### config.mk
export PLATFORM = sky130hd
export DESIGN_NAME = mem_arbiter_flat
export DESIGN_NICKNAME = d
export VERILOG_FILES = /design/src/rtl/mem_arbiter_if.sv /design/src/rtl/mem_arbiter.sv /design/src/flat_wrapper.sv
export SDC_FILE = /design/constraint.sdc
export NUM_CORES = 1
export LEC_CHECK = 0
export ABC_CLOCK_PERIOD_IN_PS = 4300
export CORE_MARGIN = 8
export CORE_UTILIZATION = 41
export DETAILED_ROUTE_END_ITERATION = 7
export PLACE_DENSITY = 0.95
export SKIP_CTS_REPAIR_TIMING = 1
export SYNTH_ARGS = -nofsm -noshare
export SYNTH_HDL_FRONTEND = slang
export SYNTH_SLANG_ARGS = --single-unit
export TNS_END_PERCENT = 20
### constraint.sdc
create_clock -name i_clk -period 4.3 [get_ports i_clk]
set_input_delay 0.86 -clock i_clk [delete_from_list [all_inputs] [get_ports i_clk]]
set_output_delay 0.86 -clock i_clk [all_outputs]
set_load 0.02 [all_outputs]
### src/rtl/mem_arbiter_if.sv
// Bus bundle between the three SRAM requesters, the arbiter and the SRAM pins.
// The slave modport is the arbiter's view. The master modport is the requesters' and memory's view.
interface mem_arbiter_if;
    logic        i_jtagReq;
    logic        i_jtagWr;
    logic [15:0] i_jtagAddr;
    logic [15:0] i_jtagData;
    logic        o_jtagAck;

    logic        i_instReq;
    logic        i_instWr;
    logic [15:0] i_instAddr;
    logic [15:0] i_instData;
    logic        o_instAck;

    logic        i_dataReq;
    logic        i_dataWr;
    logic [15:0] i_dataAddr;
    logic [15:0] i_dataData;
    logic        o_dataAck;

    logic [15:0] o_rdData;
    logic [1:0]  o_grant;
    logic        o_busy;
    logic [15:0] o_memAddr;
    logic        o_memEn;
    logic        o_memWr;
    logic [15:0] o_memDataOut;
    logic        o_memDataOe;
    logic [15:0] i_memDataIn;

    modport slave (
        input  i_jtagReq, i_jtagWr, i_jtagAddr, i_jtagData,
        input  i_instReq, i_instWr, i_instAddr, i_instData,
        input  i_dataReq, i_dataWr, i_dataAddr, i_dataData,
        input  i_memDataIn,
        output o_jtagAck, o_instAck, o_dataAck,
        output o_rdData, o_grant, o_busy,
        output o_memAddr, o_memEn, o_memWr, o_memDataOut, o_memDataOe
    );

    modport master (
        output i_jtagReq, i_jtagWr, i_jtagAddr, i_jtagData,
        output i_instReq, i_instWr, i_instAddr, i_instData,
        output i_dataReq, i_dataWr, i_dataAddr, i_dataData,
        output i_memDataIn,
        input  o_jtagAck, o_instAck, o_dataAck,
        input  o_rdData, o_grant, o_busy,
        input  o_memAddr, o_memEn, o_memWr, o_memDataOut, o_memDataOe
    );
endinterface

### src/rtl/mem_arbiter.sv
// Shares the single SRAM port between the jtag, inst and data requesters.
// It also sequences the enable, write strobe and data-drive timing for the SRAM.
module mem_arbiter #(
    parameter int WAIT_CYCLES = 2
) (
    input  logic         i_clk,
    input  logic         i_rst,
    mem_arbiter_if.slave bus
);

    if (WAIT_CYCLES < 1 || WAIT_CYCLES > 15) begin : gen_waitCyclesCheck
        $error("mem_arbiter: WAIT_CYCLES must be in 1..15");
    end

    typedef enum logic [1:0] {
        IDLE   = 2'd0,
        ACCESS = 2'd1,
        DONE   = 2'd2
    } state_e;

    localparam logic [1:0] OWN_NONE = 2'd0;
    localparam logic [1:0] OWN_JTAG = 2'd1;
    localparam logic [1:0] OWN_INST = 2'd2;
    localparam logic [1:0] OWN_DATA = 2'd3;
    localparam logic [3:0] CNT_LOAD = 4'(WAIT_CYCLES - 1);

    state_e      stateQ;
    logic [1:0]  grantQ;
    logic [3:0]  cntQ;
    logic        wrQ;
    logic [15:0] addrQ;
    logic [15:0] dataQ;
    logic [15:0] rdDataQ;
    logic        lastIsDataQ;

    logic [1:0]  winnerD;
    logic        winWrD;
    logic [15:0] winAddrD;
    logic [15:0] winDataD;

    // jtag always wins; an inst/data tie goes to whichever was not served last.
    always_comb begin
        winnerD  = OWN_NONE;
        winWrD   = 1'b0;
        winAddrD = 16'h0000;
        winDataD = 16'h0000;
        if (bus.i_jtagReq) begin
            winnerD = OWN_JTAG;
        end else if (bus.i_instReq && bus.i_dataReq) begin
            winnerD = lastIsDataQ ? OWN_INST : OWN_DATA;
        end else if (bus.i_instReq) begin
            winnerD = OWN_INST;
        end else if (bus.i_dataReq) begin
            winnerD = OWN_DATA;
        end
        case (winnerD)
            OWN_JTAG: begin
                winWrD   = bus.i_jtagWr;
                winAddrD = bus.i_jtagAddr;
                winDataD = bus.i_jtagData;
            end
            OWN_INST: begin
                winWrD   = bus.i_instWr;
                winAddrD = bus.i_instAddr;
                winDataD = bus.i_instData;
            end
            OWN_DATA: begin
                winWrD   = bus.i_dataWr;
                winAddrD = bus.i_dataAddr;
                winDataD = bus.i_dataData;
            end
            default: begin
                winWrD   = 1'b0;
                winAddrD = 16'h0000;
                winDataD = 16'h0000;
            end
        endcase
    end

    always_ff @(posedge i_clk or posedge i_rst) begin
        if (i_rst) begin
            stateQ      <= IDLE;
            grantQ      <= OWN_NONE;
            cntQ        <= 4'd0;
            wrQ         <= 1'b0;
            addrQ       <= 16'h0000;
            dataQ       <= 16'h0000;
            rdDataQ     <= 16'h0000;
            lastIsDataQ <= 1'b1;
        end else begin
            case (stateQ)
                IDLE: begin
                    if (winnerD != OWN_NONE) begin
                        grantQ <= winnerD;
                        wrQ    <= winWrD;
                        addrQ  <= winAddrD;
                        dataQ  <= winDataD;
                        cntQ   <= CNT_LOAD;
                        stateQ <= ACCESS;
                    end
                end
                ACCESS: begin
                    if (cntQ == 4'd0) begin
                        if (!wrQ) begin
                            rdDataQ <= bus.i_memDataIn;
                        end
                        stateQ <= DONE;
                    end else begin
                        cntQ <= cntQ - 4'd1;
                    end
                end
                DONE: begin
                    // A jtag transaction leaves the inst/data round-robin untouched.
                    if (grantQ == OWN_INST) begin
                        lastIsDataQ <= 1'b0;
                    end else if (grantQ == OWN_DATA) begin
                        lastIsDataQ <= 1'b1;
                    end
                    grantQ <= OWN_NONE;
                    stateQ <= IDLE;
                end
                default: begin
                    stateQ <= IDLE;
                end
            endcase
        end
    end

    // Pin timing is decoded purely from state, so reset drops the strobes at once.
    assign bus.o_memEn      = (stateQ == ACCESS);
    assign bus.o_memWr      = (stateQ == ACCESS) && wrQ;
    assign bus.o_memDataOe  = (stateQ == ACCESS) && wrQ;
    assign bus.o_memAddr    = addrQ;
    assign bus.o_memDataOut = dataQ;
    assign bus.o_rdData     = rdDataQ;
    assign bus.o_grant      = grantQ;
    assign bus.o_busy       = (stateQ != IDLE);
    assign bus.o_jtagAck    = (stateQ == DONE) && (grantQ == OWN_JTAG);
    assign bus.o_instAck    = (stateQ == DONE) && (grantQ == OWN_INST);
    assign bus.o_dataAck    = (stateQ == DONE) && (grantQ == OWN_DATA);

endmodule

### src/flat_wrapper.sv
// flat-port wrapper written by rule: the top's interface ports become plain ports
module mem_arbiter_flat 
#(
    parameter int WAIT_CYCLES = 2
)
  (i_clk, i_rst, bus_i_jtagReq, bus_i_jtagWr, bus_i_jtagAddr, bus_i_jtagData, bus_i_instReq, bus_i_instWr, bus_i_instAddr, bus_i_instData, bus_i_dataReq, bus_i_dataWr, bus_i_dataAddr, bus_i_dataData, bus_i_memDataIn, bus_o_jtagAck, bus_o_instAck, bus_o_dataAck, bus_o_rdData, bus_o_grant, bus_o_busy, bus_o_memAddr, bus_o_memEn, bus_o_memWr, bus_o_memDataOut, bus_o_memDataOe);
  mem_arbiter_if bus_i ();
  input  logic i_clk;
  input  logic i_rst;
  input wire logic [$bits(bus_i.i_jtagReq)-1:0] bus_i_jtagReq;
  input wire logic [$bits(bus_i.i_jtagWr)-1:0] bus_i_jtagWr;
  input wire logic [$bits(bus_i.i_jtagAddr)-1:0] bus_i_jtagAddr;
  input wire logic [$bits(bus_i.i_jtagData)-1:0] bus_i_jtagData;
  input wire logic [$bits(bus_i.i_instReq)-1:0] bus_i_instReq;
  input wire logic [$bits(bus_i.i_instWr)-1:0] bus_i_instWr;
  input wire logic [$bits(bus_i.i_instAddr)-1:0] bus_i_instAddr;
  input wire logic [$bits(bus_i.i_instData)-1:0] bus_i_instData;
  input wire logic [$bits(bus_i.i_dataReq)-1:0] bus_i_dataReq;
  input wire logic [$bits(bus_i.i_dataWr)-1:0] bus_i_dataWr;
  input wire logic [$bits(bus_i.i_dataAddr)-1:0] bus_i_dataAddr;
  input wire logic [$bits(bus_i.i_dataData)-1:0] bus_i_dataData;
  input wire logic [$bits(bus_i.i_memDataIn)-1:0] bus_i_memDataIn;
  output wire logic [$bits(bus_i.o_jtagAck)-1:0] bus_o_jtagAck;
  output wire logic [$bits(bus_i.o_instAck)-1:0] bus_o_instAck;
  output wire logic [$bits(bus_i.o_dataAck)-1:0] bus_o_dataAck;
  output wire logic [$bits(bus_i.o_rdData)-1:0] bus_o_rdData;
  output wire logic [$bits(bus_i.o_grant)-1:0] bus_o_grant;
  output wire logic [$bits(bus_i.o_busy)-1:0] bus_o_busy;
  output wire logic [$bits(bus_i.o_memAddr)-1:0] bus_o_memAddr;
  output wire logic [$bits(bus_i.o_memEn)-1:0] bus_o_memEn;
  output wire logic [$bits(bus_i.o_memWr)-1:0] bus_o_memWr;
  output wire logic [$bits(bus_i.o_memDataOut)-1:0] bus_o_memDataOut;
  output wire logic [$bits(bus_i.o_memDataOe)-1:0] bus_o_memDataOe;
  assign bus_i.i_jtagReq = bus_i_jtagReq;
  assign bus_i.i_jtagWr = bus_i_jtagWr;
  assign bus_i.i_jtagAddr = bus_i_jtagAddr;
  assign bus_i.i_jtagData = bus_i_jtagData;
  assign bus_i.i_instReq = bus_i_instReq;
  assign bus_i.i_instWr = bus_i_instWr;
  assign bus_i.i_instAddr = bus_i_instAddr;
  assign bus_i.i_instData = bus_i_instData;
  assign bus_i.i_dataReq = bus_i_dataReq;
  assign bus_i.i_dataWr = bus_i_dataWr;
  assign bus_i.i_dataAddr = bus_i_dataAddr;
  assign bus_i.i_dataData = bus_i_dataData;
  assign bus_i.i_memDataIn = bus_i_memDataIn;
  assign bus_o_jtagAck = bus_i.o_jtagAck;
  assign bus_o_instAck = bus_i.o_instAck;
  assign bus_o_dataAck = bus_i.o_dataAck;
  assign bus_o_rdData = bus_i.o_rdData;
  assign bus_o_grant = bus_i.o_grant;
  assign bus_o_busy = bus_i.o_busy;
  assign bus_o_memAddr = bus_i.o_memAddr;
  assign bus_o_memEn = bus_i.o_memEn;
  assign bus_o_memWr = bus_i.o_memWr;
  assign bus_o_memDataOut = bus_i.o_memDataOut;
  assign bus_o_memDataOe = bus_i.o_memDataOe;
  mem_arbiter #(.WAIT_CYCLES(WAIT_CYCLES)) u_core (.i_clk(i_clk), .i_rst(i_rst), .bus(bus_i));
endmodule
# --- After elaboration in Yosys (flattened, before gate mapping) ---
# Index checks and enable logic that the tools add are counted.
word_totals:
  register_bits: 58
  in_bits: 120
op_classes:
  n_reduce_logical: 18
  addsub: 1
  n_eq_ne: 11
  mux: 18
  bitwise_logic: 1
op_table:
  columns: ["op", "count"]
  rows:
  - ["16-bit one-hot mux with 3 select lines", 2]
  - ["2-bit 2-to-1 mux", 7]
  - ["2-bit == test (second input constant)", 5]
  - ["2-bit nonzero test", 5]
  - ["4-bit 2-to-1 mux", 2]
  - ["2-bit one-hot mux with 2 select lines", 2]
  - ["4-bit one-hot mux with 2 select lines", 1]
  - ["2-bit AND reduction", 4]
  - ["2-bit by 1-bit == test with 1-bit output (second input constant)", 3]
  - ["3-bit AND reduction", 2]
  - ["1-bit logical AND", 5]
  - ["4-bit logical NOT", 1]
  - ["2-bit by 1-bit inequality test with 1-bit output (second input constant)", 2]
  - ["4-bit by 1-bit subtractor with 4-bit output (second input constant)", 1]
  - ["1-bit 2-to-1 mux", 3]
  - ["1-bit one-hot mux with 3 select lines", 1]
  - ["2-bit logical NOT", 1]
  - ["2-bit inequality test (second input constant)", 1]
  - ["1-bit NOT", 1]

# --- Logic depth before layout (Yosys ltp) ---
# Gate-level depths: netlist (run 1).
logic_depth:
  depth_word: 7
  mapped_depth: 8

# --- Least setup slack after synthesis (run 1) ---
# Ideal clock, no wire load.
synth_timing:
  path_kind: "register to output"
  start: "register u_core.stateQ[1]"
  end: "output bus_o_memWr"
  setup_slack_ns: 2.192
  arrival_time_ns: 1.248
  path_stages_with_launch: 5
  path_buffers: 1
  path_cell_list: "dfrtp_1 > nand2b_1 > inv_1 > and2_1 > buf_4"
synth_via:
  elab_chain_cells: 2
synth_lines:
  columns: ["element", "line_no", "source"]
  rows:
  - ["from (decl)", "mem_arbiter.sv:27", "state_e stateQ;"]
  - ["from (signal assigned)", "mem_arbiter.sv:82", "stateQ <= IDLE;"]
  - ["from (signal assigned)", "mem_arbiter.sv:99", "stateQ <= ACCESS;"]
  - ["from (signal assigned)", "mem_arbiter.sv:107", "stateQ <= DONE;"]
  - ["2-bit by 1-bit == test with 1-bit output", null, null]
  - ["net bus_o_memEn", "flat_wrapper.sv:30", "output wire logic [$bits(bus_i.o_memEn)-1:0] bus_o_memEn;"]
  - ["1-bit logical AND", "mem_arbiter.sv:131", "assign bus.o_memWr = (stateQ == ACCESS) && wrQ;"]
  - ["to (decl)", "flat_wrapper.sv:31", "output wire logic [$bits(bus_i.o_memWr)-1:0] bus_o_memWr;"]
# The timed path passes the listed nets, and every way through them passes these cells.

# --- Worst setup path in the final report (run 1) ---
layout_timing:
  start: "register u_core.stateQ[0]"
  end: "output bus_o_jtagAck"
layout_via:
  elab_chain_cells: 2
layout_lines:
  columns: ["element", "line_no", "source"]
  rows:
  - ["2-bit == test", "mem_arbiter.sv:138", "assign bus.o_jtagAck = (stateQ == DONE) && (grantQ == OWN_JTAG);"]
  - ["1-bit logical AND", "mem_arbiter.sv:138", null]
  - ["to (decl)", "flat_wrapper.sv:23", "output wire logic [$bits(bus_i.o_jtagAck)-1:0] bus_o_jtagAck;"]
# No other way between the ends.

==> results of run 1 <==
## per-stage QoR
| step | setup WS, ps | utilization | hold slack, ps |
|---|---|---|---|
| after floorplan | 2010 | - | 433 |
| after global placement | 1470 | 0.668 | 458 |
| after detailed placement | 1390 | 0.668 | 492 |
| after CTS | 1540 | 0.698 | 501 |
| after global routing | 1460 | 0.698 | 513 |
| final | 1550 | 0.698 | 498 |
## state kept, by name, summed over array words and instances, names as in the netlist
| signal | cells |
|---|---|
| u_core.stateQ | 2 |
| u_core.bus.o_rdData | 16 |
| u_core.wrQ | 1 |
| u_core.bus.o_memAddr | 16 |
| u_core.bus.o_memDataOut | 16 |
| u_core.cntQ | 4 |
| u_core.bus.o_grant | 2 |
| u_core.lastIsDataQ | 1 |
## power breakdown
part | switching, mW | internal (mW)
logic | 0.919 | 0.876
clock network | 0.208 | 0.343
registers | 0.179 | 0.831
## final cells by class
type                       instances  area [µm²]  share of cell area
clock buffer                      13         149              0.0297
clock inverter                     3        65.1              0.0130
inverter                           6        22.5             0.00450
multi-input combinational        187        1400               0.278
sequential                        58        1450               0.290
tap                               99         124              0.0247
timing repair buffer             182        1800               0.360
## worst max-delay path, cell delays in order (launching register included)
cell	delay, ps
sky130_fd_sc_hd__dfrtp_1	430
sky130_fd_sc_hd__nor2b_1	240
sky130_fd_sc_hd__nor3b_1	230
sky130_fd_sc_hd__clkdlybuf4s50_1	660
## final timing paths
path	startpoint	end	slack, ps	cells after the start
worst max-delay path	u_core.stateQ[0]	bus_o_jtagAck	1550	3
worst min-delay path	u_core.cntQ[3]	u_core.cntQ[3]	500	1
worst max register to register	u_core.cntQ[0]	u_core.bus.o_rdData[0]	1950	5
worst min register to register	u_core.cntQ[3]	u_core.cntQ[3]	500	1
max in group asynchronous	i_rst	u_core.stateQ[1]	2470	3
min in group asynchronous	i_rst	u_core.bus.o_rdData[4]	1050	2
## layout by cell type, fill, tap and decap left out, types with 2 or more instances in the layout
cell / instances
sky130_fd_sc_hd__inv_1: 5
sky130_fd_sc_hd__nand3b_1: 33
sky130_fd_sc_hd__nor2_1: 7
sky130_fd_sc_hd__clkdlybuf4s50_1: 175
sky130_fd_sc_hd__nand2b_1: 2
sky130_fd_sc_hd__mux2i_1: 2
sky130_fd_sc_hd__a21oi_1: 33
sky130_fd_sc_hd__buf_4: 6
sky130_fd_sc_hd__a32oi_1: 33
sky130_fd_sc_hd__ha_1: 2
sky130_fd_sc_hd__mux2_4: 10
sky130_fd_sc_hd__mux2_2: 7
sky130_fd_sc_hd__nor2_2: 2
sky130_fd_sc_hd__a31oi_1: 33
sky130_fd_sc_hd__bufinv_16: 2
sky130_fd_sc_hd__dfrtp_1: 57
sky130_fd_sc_hd__clkbuf_1: 3
sky130_fd_sc_hd__clkbuf_8: 10
sky130_fd_sc_hd__o21ai_0: 2
sky130_fd_sc_hd__nand3_1: 3
sky130_fd_sc_hd__or3_1: 2
sky130_fd_sc_hd__nor3_1: 2
## cell families after synthesis
family | count (synthesis)
flip-flops | 58
multiplexers | 19
adder cells (fa/ha/maj) | 2
buffers and inverters | 38
AO/OA/AOI/OAI | 108
AND/OR/NAND/NOR | 58
## per-layer routing
layer  track usage  share of wire
met1         0.238           0.39
met2         0.364           0.49
met3        0.0749           0.10
met4        0.0905          0.022
met5             0              0
## cell usage after synthesis (all sizes together) (3+ instances only)
master	count
a31oi	33
dfrtp	57
nand3b	33
a32oi	33
nor2	9
a21oi	33
clkbuf	27
mux2	17
nand3	3
inv	6
buf	5
==> metrics.md, run 1 <==
| Metric | Value |
|---|---|
| Most area-consuming cells after synthesis | `sky130_fd_sc_hd__dfrtp_1 (48%), sky130_fd_sc_hd__a32oi_1 (9.6%), sky130_fd_sc_hd__nand3b_1 (8.3%)` |
| Die outline height | `102 µm` |
| Kind of end point of the critical path | `output pin` |
| Port buffer count | `176` |
| Area growth from synthesis to layout | `67.0%` |
| Wire length of the first global-routing pass | `17300 µm` |
| RSZ-0062 raised after global routing | `no` |
| Worst supply voltage drop on vdd | `0.287 mV` |
| HPWL after detailed placement | `8300 µm` |
| Final worst-path cycle share | `0.640` |
| Data required time at the worst endpoint | `3440 ps` |
| Worst max-slew margin expressed relative to the limit | `0.0812` |
| Cell count after synthesis | `283` |
| Clock H-tree levels | `3` |
| Status | `finished clean` |
| Source-to-sink clock delay at the later pin of the worst-skew pair | `320 ps` |
| Number of detailed-route iterations in the first pass | `6` |
| Residual overflow from global routing | `0` |
| Post-CTS clock slew at the launch and capture registers of the worst setup and hold paths | `70 ps` |
| Core footprint | `0.00718 mm²` |
| Root Driver | `sky130_fd_sc_hd__clkbuf_8` |
| Arrival time at the worst endpoint | `1890 ps` |
| Leakage power figure | `1.95 nW` |
| Upper clock frequency limit | `0.363 GHz` |
| Area fraction in compound gates after synthesis | `0.242` |
| Number of placed instances, taps included | `532` |
| Clock buffers created by TritonCTS | `9` |
| Number of antenna cells inserted | `0` |
| Worst slew pin tran | `1380 ps` |
| CTS tree | `done` |
| Cell taking the most area after synthesis | `sky130_fd_sc_hd__dfrtp_1` |
| Dominant combinational cell family by area after synthesis | `compound AO/OA/AOI/OAI gates` |
| Final count of pins violating max slew | `0` |
| 1st-iter DRT viols | `103` |
| Maximum number of pins on one net before global-route repair | `63` |
| Worst clock skew | `14.5 ps` |
| FILL cells | `542` |
| Adder and majority gate portion of the synthesized area | `0.00834` |
| FFs w/ async S/R, synth | `1.00` |
| Synthesized Nets | `405` |
| Post-layout net count | `566` |
| Worst setup path class | `reg -> out` |
| Count of final setup violators | `0` |
| Mux share of post-synthesis cell area | `0.0830` |
| Post-Layout Inst Area | `0.00501 mm²` |
| Remaining antenna violation count after routing | `0` |
| Average routed wire per standard cell | `20.3 µm` |
| Vias in the first global route | `3435` |
| Worst min path class | `reg -> reg` |
| Total power divided by cell area | `670 mW/mm²` |
| Number of warnings issued by yosys | `0` |
| Area of the mapped netlist | `0.00300 mm²` |
| Hold Violations, Final | `0` |
| Antenna violations before repair | `0` |
| Die area | `0.0103 mm²` |
| Post-synthesis share of cell area spent on and, or, nand and nor gates | `0.126` |
| Area share of the largest cell type after synthesis | `0.475` |
| Max-cap violations | `0` |
| I/O pin cnt | `177` |
| XOR/XNOR share of the synthesized area | `0` |
| Total routing usage reported by global routing | `0.214` |
| Worst Path Max Fanout | `5` |
| Startpoint kind of the worst setup timing path | `register` |
| Initial core utilization | `0.418` |
| Number of enable flip-flop cells after synthesis | `0` |
| Maximum buffer depth of the clock tree | `2` |
| Vias per cell | `5.68` |
| Cell area after placement | `0.00480 mm²` |
| Ys flop type | `sky130_fd_sc_hd__dfrtp_1` |
| Count of clock tree sinks | `58` |
| Yosys cell types | `36` |
| Power Total | `3.36 mW` |
| Drc violations | `0` |
| Number of cells in the finished layout apart from fillers | `548` |
| Number of cell rows | `31` |
| Portion of the post-synthesis area used by sequential elements | `0.484` |
| Die outline width | `102 µm` |
| Drt total wl | `11100 µm` |
| Via count | `3114` |
| Global placer's final weighted congestion | `0.768` |
| Post-synthesis sequential element count | `58` |
| Fraction of final layout cells with drive strength greater than 1 | `0.0980` |
| Setup total negative slack | `0 ps` |
| Syn Area/Cell | `10.6 µm²` |
| Crit path time final | `2750 ps` |
No activity file was read; power rests on OpenSTA's default activity.
==> run 2: changes to the inputs <==
--- a/config.mk
+++ b/config.mk
@@ -5,11 +5,11 @@
 export SDC_FILE = /design/constraint.sdc
 export NUM_CORES = 1
 export LEC_CHECK = 0
-export ABC_CLOCK_PERIOD_IN_PS = 4300
+export ABC_CLOCK_PERIOD_IN_PS = 2600
 export CORE_MARGIN = 8
-export CORE_UTILIZATION = 41
+export CORE_UTILIZATION = 38
 export DETAILED_ROUTE_END_ITERATION = 7
-export PLACE_DENSITY = 0.95
+export PLACE_DENSITY = 0.92
 export SKIP_CTS_REPAIR_TIMING = 1
 export SYNTH_ARGS = -nofsm -noshare
 export SYNTH_HDL_FRONTEND = slang
==> constraint.sdc (replaced) <==
create_clock -name i_clk -period 2.6 [get_ports i_clk]
set_input_delay 0.52 -clock i_clk [delete_from_list [all_inputs] [get_ports i_clk]]
set_output_delay 0.52 -clock i_clk [all_outputs]
set_load 0.02 [all_outputs]
==> run 2 against run 1 <==
  * Register-to-register slack worse by 1700 ps
  * Hold slack worse by 20 ps
  * Final area up 1.3%
  * Combinational power is 67% higher
  * Critical path type unchanged
==> metrics.md, run 2 (synthesis gave the netlist of run 1 again) <==
| Metric | Value |
|---|---|
| Length in cells of the worst reg-to-reg path | `5 (unchanged)` |
| Global placer's final weighted congestion | `0.767 (-0.12%)` |
| 1st-iter DRT viols | `140 (+36%)` |
| Worst Path Max Fanout | `5 (unchanged)` |
| Number of cells in the finished layout apart from fillers | `557 (+1.6%)` |
| Setup total negative slack | `0 ps (unchanged)` |
| Max-cap violations | `0 (unchanged)` |
| Crit path time final | `2420 ps` |
| RSZ-0062 raised after global routing | `no` |
| Final worst-path cycle share | `0.933` |
| Most common cell after layout, fill and taps aside | `sky130_fd_sc_hd__clkdlybuf4s50_1` |
| Count of clock tree sinks | `58 (unchanged)` |
| Worst slew pin tran | `803 ps (-575 ps)` |
| Via count | `3094 (-0.64%)` |
| Hold wc startpoint | `u_core.cntQ[3]` |
| Worst max-slew margin expressed relative to the limit | `0.465 (+0.384)` |
| Status | `finished clean` |
| Total area of multi-input combinational cells | `0.00140 mm² (unchanged)` |
| Number of placed instances, taps included | `541 (+1.7%)` |
| Worst-path cell chain | `nor2b_1 -> nor3b_1 -> clkdlybuf4s50_1` |
| Total power divided by cell area | `1100 mW/mm² (+64%)` |
| Highest cell delay on the worst timing path | `650 ps (about the same)` |
| Fraction of final layout cells with drive strength greater than 1 | `0.114 (+0.0163)` |
| Post-CTS clock slew at the launch and capture registers of the worst setup and hold paths | `70 ps (about the same)` |
| Sequential cell area | `0.00145 mm² (unchanged)` |
| Number of antenna cells inserted | `0 (unchanged)` |
| Number of detailed-route iterations in the first pass | `5 (-1)` |
| Port buffer count | `176 (unchanged)` |
| Reg2reg start | `u_core.cntQ[0]` |
| Core footprint | `0.00769 mm² (+7.1%)` |
| Data required time at the worst endpoint | `2080 ps (-1360 ps)` |
| Vias in the first global route | `3435 (unchanged)` |
| Post-Place Worst Slack | `285 ps (-1110 ps)` |
| Clock H-tree levels | `3 (unchanged)` |
| FILL cells | `617 (+14%)` |
| CTS tree | `done` |
| Drc violations | `0 (unchanged)` |
| Startpoint kind of the worst setup timing path | `register` |
| Worst setup path startpoint | `u_core.stateQ[0]` |
| Total routing usage reported by global routing | `0.195 (-0.0195)` |
| Arrival time at the worst endpoint | `1900 ps (about the same)` |
| Post-layout net count | `572 (+1.1%)` |
| Worst clock skew | `8.79 ps (-5.67 ps)` |
| Maximum number of pins on one net before global-route repair | `64 (+1.6%)` |
| Drt total wl | `10800 µm (-2.6%)` |
| Die outline width | `105 µm (+3.3%)` |
| HPWL after detailed placement | `8200 µm (-1.2%)` |
| Worst min path class | `reg -> reg` |
| Hold Violations, Final | `0 (unchanged)` |
| Most used cells in the layout excluding fill and tap cells | `sky130_fd_sc_hd__clkdlybuf4s50_1 (175), sky130_fd_sc_hd__dfrtp_1 (57)` |
| Die outline height | `105 µm (+3.3%)` |
| Remaining antenna violation count after routing | `0 (unchanged)` |
| Final count of pins violating max slew | `0 (unchanged)` |
| Worst hold path depth | `1 (unchanged)` |
| Maximum buffer depth of the clock tree | `2 (unchanged)` |
| Residual overflow from global routing | `0 (unchanged)` |
| Worst setup path class | `reg -> out` |
| Leakage power figure | `1.98 nW (+1.8%)` |
| Wire length of the first global-routing pass | `17400 µm (+0.84%)` |
| Number of cell rows | `32 (+3.2%)` |
| Worst Slack Setup Final | `175 ps (-1370 ps)` |
| Worst supply voltage drop on vdd | `0.504 mV (+75%)` |
| Master of the slowest instance on the critical path | `sky130_fd_sc_hd__clkdlybuf4s50_1` |
| Clock buffers created by TritonCTS | `9 (unchanged)` |
| Source-to-sink clock delay at the later pin of the worst-skew pair | `330 ps (about the same)` |
| Root Driver | `sky130_fd_sc_hd__clkbuf_8` |
| Area growth from synthesis to layout | `69.2%` |
| Kind of end point of the critical path | `output pin` |
| Die area | `0.0110 mm² (+6.6%)` |
| I/O pin cnt | `177 (unchanged)` |
| Count of final setup violators | `0 (unchanged)` |
| Average routed wire per standard cell | `19.5 µm (-4.2%)` |
| Vias per cell | `5.55 (-2.2%)` |
| Cell area after placement | `0.00486 mm² (+1.3%)` |
| Initial core utilization | `0.390 (-0.0278)` |
| Upper clock frequency limit | `0.412 GHz` |
| Post-Layout Inst Area | `0.00508 mm² (+1.3%)` |
| Antenna violations before repair | `0 (unchanged)` |
==> run 2: cell types whose count changed in the layout (fill, tap and decap cells not counted), sizes merged <==
cell and delta:
clkbuf -2, clkinvlp +1, clkinv +1, buf +6
==> run 2: through the flow <==
step / util / hold slack, ps / power, mW
4_1_cts: 0.660 / 491 / 5.63
6_report: 0.660 / 479 / 5.57
5_1_grt: 0.660 / 522 / 5.93
3_3_place_gp: 0.632 / 461 / 4.58
2_1_floorplan: - / 433 / 3.25
3_5_place_dp: 0.632 / 482 / 4.69
==> run 2: worst paths after layout <==
check,slack [ps],end
max in group asynchronous,1410,u_core.lastIsDataQ
hold reg to reg,480,u_core.cntQ[3]
min in group asynchronous,550,u_core.bus.o_memDataOut[15]
setup reg to reg,290,u_core.bus.o_rdData[6]
setup / recovery,180,bus_o_jtagAck
hold / removal,480,u_core.cntQ[3]
==> run 2: area by class of cell <==
| cell class | count | share of cell area |
|---|---|---|
| well taps | 102 | 0.0251 |
| clock buffers | 11 | 0.0279 |
| repair buffers | 188 | 0.366 |
| multi-input cells | 187 | 0.275 |
| clock inverters | 5 | 0.0153 |
| flip-flops and latches | 58 | 0.286 |
| inverters | 6 | 0.00444 |
==> run 2: critical path: cells and delay by family (launching register included) <==
family / cells / cell delay [ps]
AND/OR/NAND/NOR: 2 / 490
flip-flops: 1 / 430
buffers and inverters: 1 / 650
==> run 2: power by group <==
group / total (mW) / switching (mW) / internal (mW)
combinational: 2.99 / 1.51 / 1.48
sequential: 1.66 / 0.290 / 1.37
clock: 0.921 / 0.358 / 0.563
total: 5.57 / 2.16 / 3.42
==> run 2: layer usage <==
metal	GRT usage	part of all wire	wire length [µm]
met5	0	0	0
met3	0.0768	0.10	1090
met4	0.0601	0.014	157
met2	0.330	0.49	5300
met1	0.221	0.40	4300
==> run 3: changes to the inputs <==
--- a/config.mk
+++ b/config.mk
@@ -6,11 +6,13 @@
 export NUM_CORES = 1
 export LEC_CHECK = 0
 export ABC_CLOCK_PERIOD_IN_PS = 2600
+export CAP_MARGIN = 10
 export CORE_MARGIN = 8
 export CORE_UTILIZATION = 38
 export DETAILED_ROUTE_END_ITERATION = 7
 export PLACE_DENSITY = 0.92
 export SKIP_CTS_REPAIR_TIMING = 1
+export SKIP_LAST_GASP = 1
 export SYNTH_ARGS = -nofsm -noshare
 export SYNTH_HDL_FRONTEND = slang
 export SYNTH_SLANG_ARGS = --single-unit
==> results of run 3 <==
Final layout, timing and power as in run 2 (identical DEF).
